## config.mk

```make
export PLATFORM = sky130hd
export DESIGN_NAME = flash_xip_arbiter
export DESIGN_NICKNAME = d
export VERILOG_FILES = /design/src/rtl/flash_xip_arbiter.sv
export SDC_FILE = /design/constraint.sdc
export NUM_CORES = 1
export LEC_CHECK = 0
export CAP_MARGIN = 20
export CORE_AREA = 2 2 122 124
export DETAILED_ROUTE_END_ITERATION = 6
export DIE_AREA = 0 0 124 126
export PLACE_DENSITY = 0.55
export RECOVER_POWER = 50
export REMOVE_ABC_BUFFERS = 1
export SLEW_MARGIN = 20
export SYNTH_ARGS = -nofsm -noshare
export SYNTH_HDL_FRONTEND = slang
export SYNTH_SLANG_ARGS = --single-unit
```

## constraint.sdc

```tcl
create_clock -name clk -period 1.7 [get_ports clk]
set_input_delay 0.51 -clock clk [delete_from_list [all_inputs] [get_ports clk]]
set_output_delay 0.51 -clock clk [all_outputs]
set_load 0.02 [all_outputs]
```

## src/rtl/flash_xip_arbiter.sv

```systemverilog
// flash_xip_arbiter
//   Shares the single SPI-flash XIP memory port between the CPU (master 0)
//   and a secondary bus master (master 1). Round-robin on ties, at most one
//   outstanding transaction, one IDLE cycle between transactions.
//
//   Optional watchdog: build with FLASH_XIP_ARB_TIMEOUT_EN defined to abort a
//   transaction the flash controller never completes (TIMEOUT cycles after
//   s_valid rises). Without it err_timeout is tied to 0 and err_clr is ignored.
//
// Ports
//   clk, resetn            clock, asynchronous active-low reset
//   m0_* / m1_*            master request (valid/addr/wdata/wstrb) and
//                          completion (ready/rdata); wstrb==0 means read
//   s_*                    forwarded request to the flash controller and its
//                          completion (s_ready/s_rdata)
//   grant                  one-hot current owner, 2'b00 when idle
//   err_timeout, err_clr   sticky watchdog abort flag and its clear
module flash_xip_arbiter #(
    parameter int unsigned TIMEOUT = 1024
) (
    input  logic        clk,
    input  logic        resetn,
    input  logic        m0_valid,
    input  logic [31:0] m0_addr,
    input  logic [31:0] m0_wdata,
    input  logic [3:0]  m0_wstrb,
    output logic        m0_ready,
    output logic [31:0] m0_rdata,
    input  logic        m1_valid,
    input  logic [31:0] m1_addr,
    input  logic [31:0] m1_wdata,
    input  logic [3:0]  m1_wstrb,
    output logic        m1_ready,
    output logic [31:0] m1_rdata,
    output logic        s_valid,
    output logic [31:0] s_addr,
    output logic [31:0] s_wdata,
    output logic [3:0]  s_wstrb,
    input  logic        s_ready,
    input  logic [31:0] s_rdata,
    output logic [1:0]  grant,
    output logic        err_timeout,
    input  logic        err_clr
);

    typedef enum logic [1:0] {
        IDLE = 2'd0,
        GNT0 = 2'd1,
        GNT1 = 2'd2
    } state_t;

    localparam logic [15:0] TO_LAST = 16'(TIMEOUT - 1);

    state_t state;
    logic   last_owner;   // 1 after reset so master 0 wins the first tie
    logic   own_valid;
    logic   timeout_hit;

    always_comb begin
        own_valid = 1'b0;
        case (state)
            GNT0:    own_valid = m0_valid;
            GNT1:    own_valid = m1_valid;
            default: own_valid = 1'b0;
        endcase
    end

`ifdef FLASH_XIP_ARB_TIMEOUT_EN
    logic [15:0] wd_cnt;

    // Abort only while the owner is still requesting; a dropped request or a
    // genuine completion already ends the transaction this cycle.
    assign timeout_hit = own_valid && !s_ready && (wd_cnt == TO_LAST);

    // Entry to a grant state is always from IDLE, so clearing in IDLE is the
    // same as clearing on entry.
    always_ff @(posedge clk or negedge resetn) begin
        if (!resetn) begin
            wd_cnt      <= '0;
            err_timeout <= 1'b0;
        end else begin
            if (state == IDLE)
                wd_cnt <= '0;
            else if (!s_ready)
                wd_cnt <= wd_cnt + 16'd1;

            if (timeout_hit)
                err_timeout <= 1'b1;
            else if (err_clr)
                err_timeout <= 1'b0;
        end
    end
`else
    logic        unused_err_clr;
    logic [15:0] unused_timeout;

    assign timeout_hit    = 1'b0;
    assign err_timeout    = 1'b0;
    assign unused_err_clr = err_clr;
    assign unused_timeout = TO_LAST;
`endif

    always_ff @(posedge clk or negedge resetn) begin
        if (!resetn) begin
            state      <= IDLE;
            last_owner <= 1'b1;
        end else begin
            case (state)
                IDLE: begin
                    if (m0_valid && (!m1_valid || last_owner)) begin
                        state      <= GNT0;
                        last_owner <= 1'b0;
                    end else if (m1_valid) begin
                        state      <= GNT1;
                        last_owner <= 1'b1;
                    end
                end
                GNT0, GNT1: begin
                    if (!own_valid || s_ready || timeout_hit)
                        state <= IDLE;
                end
                default: state <= IDLE;
            endcase
        end
    end

    always_comb begin
        s_valid  = 1'b0;
        s_addr   = '0;
        s_wdata  = '0;
        s_wstrb  = '0;
        m0_ready = 1'b0;
        m0_rdata = '0;
        m1_ready = 1'b0;
        m1_rdata = '0;
        grant    = {state == GNT1, state == GNT0};
        case (state)
            GNT0: begin
                s_valid  = m0_valid && !timeout_hit;
                s_addr   = m0_addr;
                s_wdata  = m0_wdata;
                s_wstrb  = m0_wstrb;
                m0_ready = m0_valid && (s_ready || timeout_hit);
                if (timeout_hit)
                    m0_rdata = '1;
                else if (m0_valid && s_ready)
                    m0_rdata = s_rdata;
            end
            GNT1: begin
                s_valid  = m1_valid && !timeout_hit;
                s_addr   = m1_addr;
                s_wdata  = m1_wdata;
                s_wstrb  = m1_wstrb;
                m1_ready = m1_valid && (s_ready || timeout_hit);
                if (timeout_hit)
                    m1_rdata = '1;
                else if (m1_valid && s_ready)
                    m1_rdata = s_rdata;
            end
            default: ;
        endcase
    end

endmodule
```

==> results of run 1 <==
-- path summary, 6_finish.rpt --
path | start | endpoint | cells past startpoint
setup / recovery | state[0]$_DFFE_PN0P_ | m1_rdata[1] | 6
hold / removal | resetn | state[1]$_DFFE_PN0P_ | 1
setup reg to reg | state[0]$_DFFE_PN0P_ | state[1]$_DFFE_PN0P_ | 7
hold reg to reg | last_owner$_DFFE_PN1P_ | last_owner$_DFFE_PN1P_ | 2
max in group asynchronous | resetn | last_owner$_DFFE_PN1P_ | 1
min in group clk | last_owner$_DFFE_PN1P_ | last_owner$_DFFE_PN1P_ | 2
-- kinds of logic (layout without fill, tap and decap cells) --
| kind of cell | count (synthesis) | after routing | share of synthesized area, % |
|---|---|---|---|
| flops | 3 | 3 | 4.30 |
| buf+inv | 32 | 353 | 10.8 |
| other cells | 1 | 1 | 0.211 |
| simple gates | 139 | 142 | 49.1 |
| fa+ha+maj | 3 | 3 | 2.11 |
| compound gates | 79 | 79 | 33.5 |
-- metal layers --
layer | wire length, µm | track usage, %
met5 | 0 | 0
met4 | 60 | 1.65
met2 | 8340 | 35.5
met1 | 4970 | 16.7
met3 | 1260 | 3.31
-- cells in the final DEF (no fill, tap or decap), drive strengths merged, types with 2 or more instances in the layout --
| cell | count |
|---|---|
| a21oi | 3 |
| a22oi | 70 |
| and2 | 65 |
| and3 | 5 |
| buf | 171 |
| clkbuf | 7 |
| clkdlybuf4s50 | 168 |
| dfrtp | 2 |
| dlygate4sd2 | 3 |
| ha | 3 |
| inv | 2 |
| nor2b | 70 |
| o21ai | 2 |
-- flip-flops by register name, summed over array words and instances, names as in the netlist --
signal / flops
last_owner: 1
state: 2
-- worst register-to-register path: stages (launching register included) --
cell and delay [ns]:
dfrtp_1 0.39, buf_6 0.13, ha_4 0.21, buf_12 0.18
a22o_1 0.23, buf_4 0.14, a21oi_1 0.13, o21ai_1 0.08
-- where the power goes --
| part | switching (W) | total [W] | internal [W] |
|---|---|---|---|
| logic | 0.00357 | 0.00797 | 0.00440 |
| clock network | 0.0000659 | 0.000375 | 0.000310 |
| registers | 0.0000309 | 0.000147 | 0.000116 |
-- per-stage QoR --
| step | utilization [%] | setup TNS (ns) | hold slack, ns | worst slack, ns |
|---|---|---|---|---|
| after floorplan | - | -204.51 | 0.214 | -1.81 |
| after global placement | 35.8 | -106.05 | 0.531 | -0.989 |
| after detailed placement | 35.8 | -109.64 | 0.538 | -1.01 |
| after CTS | 40.3 | -55.67 | 0.470 | -0.518 |
| after global routing | 42.2 | -66.71 | 0.555 | -0.552 |
| final | 42.2 | -57.27 | 0.539 | -0.475 |
-- cell type report --
| cell class | instances | share of cell area [%] |
|---|---|---|
| repair buffers | 347 | 62.3 |
| flip-flops and latches | 3 | 1.27 |
| multi-input cells | 225 | 31.2 |
| inverters | 2 | 0.124 |
| well taps | 184 | 3.82 |
| clock buffers | 4 | 1.31 |
-- timing repair --
item / CTS / global route
cloned: 15 / 3
endpoints found under the setup margin: 137 / 139
pin swaps: 38 / 20
resized for setup: 787 / 68
buffers inserted: 7 / 2
==> results by group, run 1 <==
Outcome
  • Status: complete, but fails checks
  • Failing checks: negative setup slack

Layout
  • # diodes: 0
  • Final Cell Area: 0.00603 mm²
  • Area of the multi-input gates: 0.00188 mm²
  • Final std cells w/o fill: 765
  • Register area: 76.3 µm²
  • Area Growth Syn to Fin: 240%
  • Nets: 759
  • Fillers: 1437
  • Share of layout cells above drive strength 1: 46.8%

Drt
  • Residual DRC count: 0
  • Drt total wl: 14.6 mm
  • TritonRoute pass-1 iters: 5
  • DRT antenna net count: 0
  • Via count: 3310
  • First-iteration detailed-routing DRC count: 64
  • Vias per cell: 4.33
  • Wire per inst: 19.1 µm

Floorplanning
  • Chip height: 126 µm
  • Core area: 0.0143 mm²
  • Die Area: 0.0156 mm²
  • Width of the die: 124 µm
  • Initial Utilization: 12.4%
  • IO Count: 312
  • Cell row count: 44

Place
  • Post-detail-place hpwl: 9.62 mm
  • I/O Buffers: 309
  • Dpl cells: 735
  • Placer Congestion: 0.774
  • Post-DP Area: 0.00513 mm²

Pwr
  • Design Power: 0.00850 W
  • Peak VDD IR: 0.889 mV
  • Static Leak: 2.45 nW
  • Power per cell area: 1410 mW/mm²

Synthesis
  • Synth area leaders: a22oi_1 (29%), nor2b_1 (25%), and2_1 (23%), buf_2 (5.1%), buf_6 (3.8%)
  • Ys async rst share: 100%
  • Synth top cells by count: nor2b_1 (70), a22oi_1 (68), and2_1 (65)
  • Post-synth top flop: dfrtp_1
  • Largest area contributor in the netlist: a22oi_1
  • #FFs+latches synth: 3
  • Gate Count Post-Synth: 257
  • Post-synthesis cell area: 0.00178 mm²
  • Most frequent cell after synthesis: nor2b_1
  • Yosys Warn Count: 0
  • Yosys cell types: 24
  • Area fraction of the dominant cell type after synthesis: 28.8%
  • Register area share after synthesis: 4.30%
  • Post-synth EDFFs: 0
  • Syn avg cell area: 6.91 µm²

STA
  • Final hold vios: 0
  • Final max-slew violation count: 0
  • Clock skew: 0.0000388 ns
  • Peak Freq: 460 MHz
  • RSZ-0062 raised after global routing: yes
  • Final setup violation count: 137
  • Crit path time final: 2.17 ns
  • Period utilisation layout: 128%
  • Setup WS post-layout: -0.475 ns

Global routing
  • Total gr overflow: 0
  • Largest net degree at the start of global routing: 28
  • Vias in the first global route: 3501
  • GRT Util Overall: 16.8%
  • First-pass GRT wire length: 20.0 mm
  • Initial antenna violation count: 0

CTS
  • Deepest clock path buffer count: 2
  • Later-pin clock latency in the skew report: 0.22 ns
  • # hold bufs at CTS: 0
  • Clock slew at reported path FFs: 0.03 ns
  • Root buf cell: clkbuf_16
  • H-tree levels: 1
  • Clock tree from TritonCTS: built
  • Number of buffers created by CTS: 3
  • Sink Count: 3

Flow run
  • Maxcap violations: 0

Worst setup path
  • Kind of critical path: reg2out
  • Worst-path cell chain: inv_2 > ha_4 > and3_4 > buf_12 > and2_1 > buf_6
  • WP data required: 1.19 ns
  • CP top delay family: simple AND/OR/NAND/NOR gates
  • R2R setup slack: 0.07 ns
  • Buf+Inv Stages, Crit Path: 3
  • Crit start category: flip-flop
  • CP peak stage delay: 0.39 ns
  • Data arrival time of the worst path: 1.66 ns
  • Crit path max fanout: 16
  • Endpoint type of the worst setup path: output pin
  • Slowest-stage cell, CP: dfrtp_1

Min path
  • Hold/Removal Path Class: in2async
Power figures use the tool's default switching activity.
==> run 2: changes to the inputs <==
--- a/config.mk
+++ b/config.mk
@@ -6,10 +6,10 @@
 export NUM_CORES = 1
 export LEC_CHECK = 0
 export CAP_MARGIN = 20
-export CORE_AREA = 2 2 122 124
+export CORE_AREA = 2 2 120 122
 export DETAILED_ROUTE_END_ITERATION = 6
-export DIE_AREA = 0 0 124 126
-export PLACE_DENSITY = 0.55
+export DIE_AREA = 0 0 122 124
+export PLACE_DENSITY = 0.54
 export RECOVER_POWER = 50
 export REMOVE_ABC_BUFFERS = 1
 export SLEW_MARGIN = 20
==> constraint.sdc (replaced) <==
create_clock -name clk -period 2.2 [get_ports clk]
set_input_delay 0.66 -clock clk [delete_from_list [all_inputs] [get_ports clk]]
set_output_delay 0.66 -clock clk [all_outputs]
set_load 0.02 [all_outputs]
==> run 2 against run 1 <==
  * The flow still finishes with violations (negative setup slack)
  * Utilization rose by 0.63 points
  * Clock power shrank 23%
  * Sequential power is 24% lower
  * Total power decreased by 35%
  * First-iteration DRC count rose by 20%
  * Global-route usage shrank 1.3 points
  * Highest routed layer unchanged
==> results by group, run 2 (synthesized netlist as in run 1, its figures left out) <==
Outcome
  • Status: complete, but fails checks
  • Failing checks: negative setup slack

Worst setup path
  • R2R Path Start: state[1]$_DFFE_PN0P_
  • FF-to-FF End: state[1]$_DFFE_PN0P_
  • R2R setup slack: 0.47 ns
  • Kind of critical path: reg2out
  • Data arrival time of the worst path: 1.75 ns
  • WP data required: 1.54 ns
  • Crit path max fanout: 6
  • Crit start category: flip-flop
  • Slowest-stage cell, CP: dfrtp_1
  • Worst-path cell chain: buf_6 > ha_4 > buf_12 > clkbuf_16 > a22o_1 > and2_4 > buf_6
  • CP peak stage delay: 0.39 ns
  • CP dominant cell by count: buf_6
  • Endpoint type of the worst setup path: output pin
  • Reg2Reg Depth: 8

Floorplanning
  • Chip height: 124 µm
  • Die Area: 0.0151 mm²
  • Cell row count: 43
  • IO Count: 312
  • Width of the die: 122 µm
  • Initial Utilization: 12.9%
  • Core area: 0.0137 mm²

CTS
  • H-tree levels: 1
  • Deepest clock path buffer count: 2
  • Clock slew at reported path FFs: 0.03 ns
  • Sink Count: 3
  • Number of buffers created by CTS: 3
  • # hold bufs at CTS: 0
  • Root buf cell: clkbuf_16
  • Clock tree from TritonCTS: built
  • Later-pin clock latency in the skew report: 0.22 ns

Drt
  • DRT antenna net count: 0
  • TritonRoute pass-1 iters: 4
  • Residual DRC count: 0
  • Via count: 3330
  • Vias per cell: 4.34
  • First-iteration detailed-routing DRC count: 77
  • Drt total wl: 14.1 mm
  • Wire per inst: 18.3 µm

Min path
  • Hold Path Depth: 2
  • Hold path start: last_owner$_DFFE_PN1P_
  • Hold/Removal Path Class: reg2reg
  • Hold Path Sink: last_owner$_DFFE_PN1P_

Layout
  • Share of layout cells above drive strength 1: 48.6%
  • Max reg flops: 2
  • Most common cell after layout, fill and taps aside: clkdlybuf4s50_1
  • # diodes: 0
  • Nets: 766
  • Largest Register: state
  • Most frequent cells in the layout: clkdlybuf4s50_1 (168), buf_6 (81), buf_4 (79), nor2b_1 (69), and2_4 (65)
  • Largest registers: state (2), last_owner (1)
  • Final std cells w/o fill: 768
  • Final Cell Area: 0.00587 mm²
  • Area Growth Syn to Fin: 231%

Global routing
  • GRT Util Overall: 15.5%
  • Largest net degree at the start of global routing: 44
  • Initial antenna violation count: 0
  • Vias in the first global route: 3364
  • First-pass GRT wire length: 18.4 mm
  • Total gr overflow: 0

STA
  • Final max-slew violation count: 0
  • RSZ-0062 raised after global routing: yes
  • Final hold vios: 0
  • Final setup violation count: 112
  • Peak Freq: 415 MHz
  • Clock skew: 0.00283 ns
  • Period utilisation layout: 109%
  • Setup WS post-layout: -0.208 ns
  • Crit path time final: 2.41 ns

Place
  • Dpl cells: 732
  • Post-DP Area: 0.00512 mm²
  • Placer Congestion: 0.842
  • I/O Buffers: 309
  • Post-detail-place hpwl: 9.25 mm

Pwr
  • Peak VDD IR: 0.399 mV
  • Power per cell area: 935 mW/mm²
  • Static Leak: 2.43 nW

Flow run
  • Maxcap violations: 0
run 2: changes by cell type in the layout (fill, tap and decap cells not counted), moves of 2 or more:
cell | previous run | this run
buf_4 | 75 | 79
and2_4 | 43 | 65
buf_8 | 1 | 4
buf_12 | 14 | 11
a22oi_2 | 33 | 22
nor2b_4 | 4 | 0
a22oi_1 | 37 | 48
buf_16 | 10 | 1
buf_2 | 0 | 2
nor2b_1 | 64 | 69
dlygate4sd2_1 | 3 | 1
and2_1 | 22 | 0
buf_6 | 71 | 81
run 2: cell type report:
class / count / area (µm²)
fillers: 1364 / 7850
well taps: 180 / 225
clock buffers: 4 / 78.8
flip-flops and latches: 3 / 76.3
inverters: 2 / 7.51
repair buffers: 354 / 3630
multi-input cells: 225 / 1850
run 2: worst max-delay path by stage:
stage | startpoint | end | slack, ns | cells past startpoint
after global routing | state[0]$_DFFE_PN0P_ | m1_rdata[12] | -0.24 | 7
after global placement | s_ready | m1_rdata[22] | -0.77 | 5
after floorplan | state[0]$_DFFE_PN0P_ | m1_rdata[0] | -1.46 | 4
final | state[1]$_DFFE_PN0P_ | s_valid | -0.21 | 7
after CTS | state[1]$_DFFE_PN0P_ | m1_rdata[3] | -0.22 | 8
after detailed placement | s_ready | m0_rdata[22] | -0.79 | 4
run 2: repair_timing:
action,in CTS,in global routing
resized for setup,662,211
endpoints found under the setup margin,137,137
pin swaps,20,30
buffers inserted,16,6
gates cloned,7,8
hold endpoints to repair,0,0
run 2: power by group:
part / switching [W] / leakage (nW) / internal (W)
Clock: 0.0000484 / 0.0382 / 0.000239
Sequential: 0.0000223 / 0.0363 / 0.0000894
Combinational: 0.00246 / 2.35 / 0.00263
run 2: critical path: cells and delay by family, from the launching register on:
kind            cells  cell delay [ns]
compound gates      1             0.24
flops               1             0.39
fa+ha+maj           1             0.19
buf+inv             4             0.54
simple gates        1             0.16
run 2: metal layers:
layer	vias up	GRT usage, %	routed length, µm
met5	-	0	0
met4	0	4.09	210
met3	18	4.08	1210
met2	202	31.0	7610
met1	1544	15.8	5040
li1	1566	-	-
run 2: through the flow:
step / worst slack, ns / hold slack (ns) / TNS [ns] / total power [W] / util [%]
3_5_place_dp: -0.791 / 0.528 / -76.97 / 0.00445 / 37.3
2_1_floorplan: -1.46 / 0.364 / -155.56 / 0.00227 / -
6_report: -0.208 / 0.538 / -10.71 / 0.00549 / 42.8
5_1_grt: -0.242 / 0.568 / -18.80 / 0.00585 / 42.8
3_3_place_gp: -0.775 / 0.526 / -75.68 / 0.00441 / 37.3
4_1_cts: -0.215 / 0.532 / -13.96 / 0.00498 / 39.9
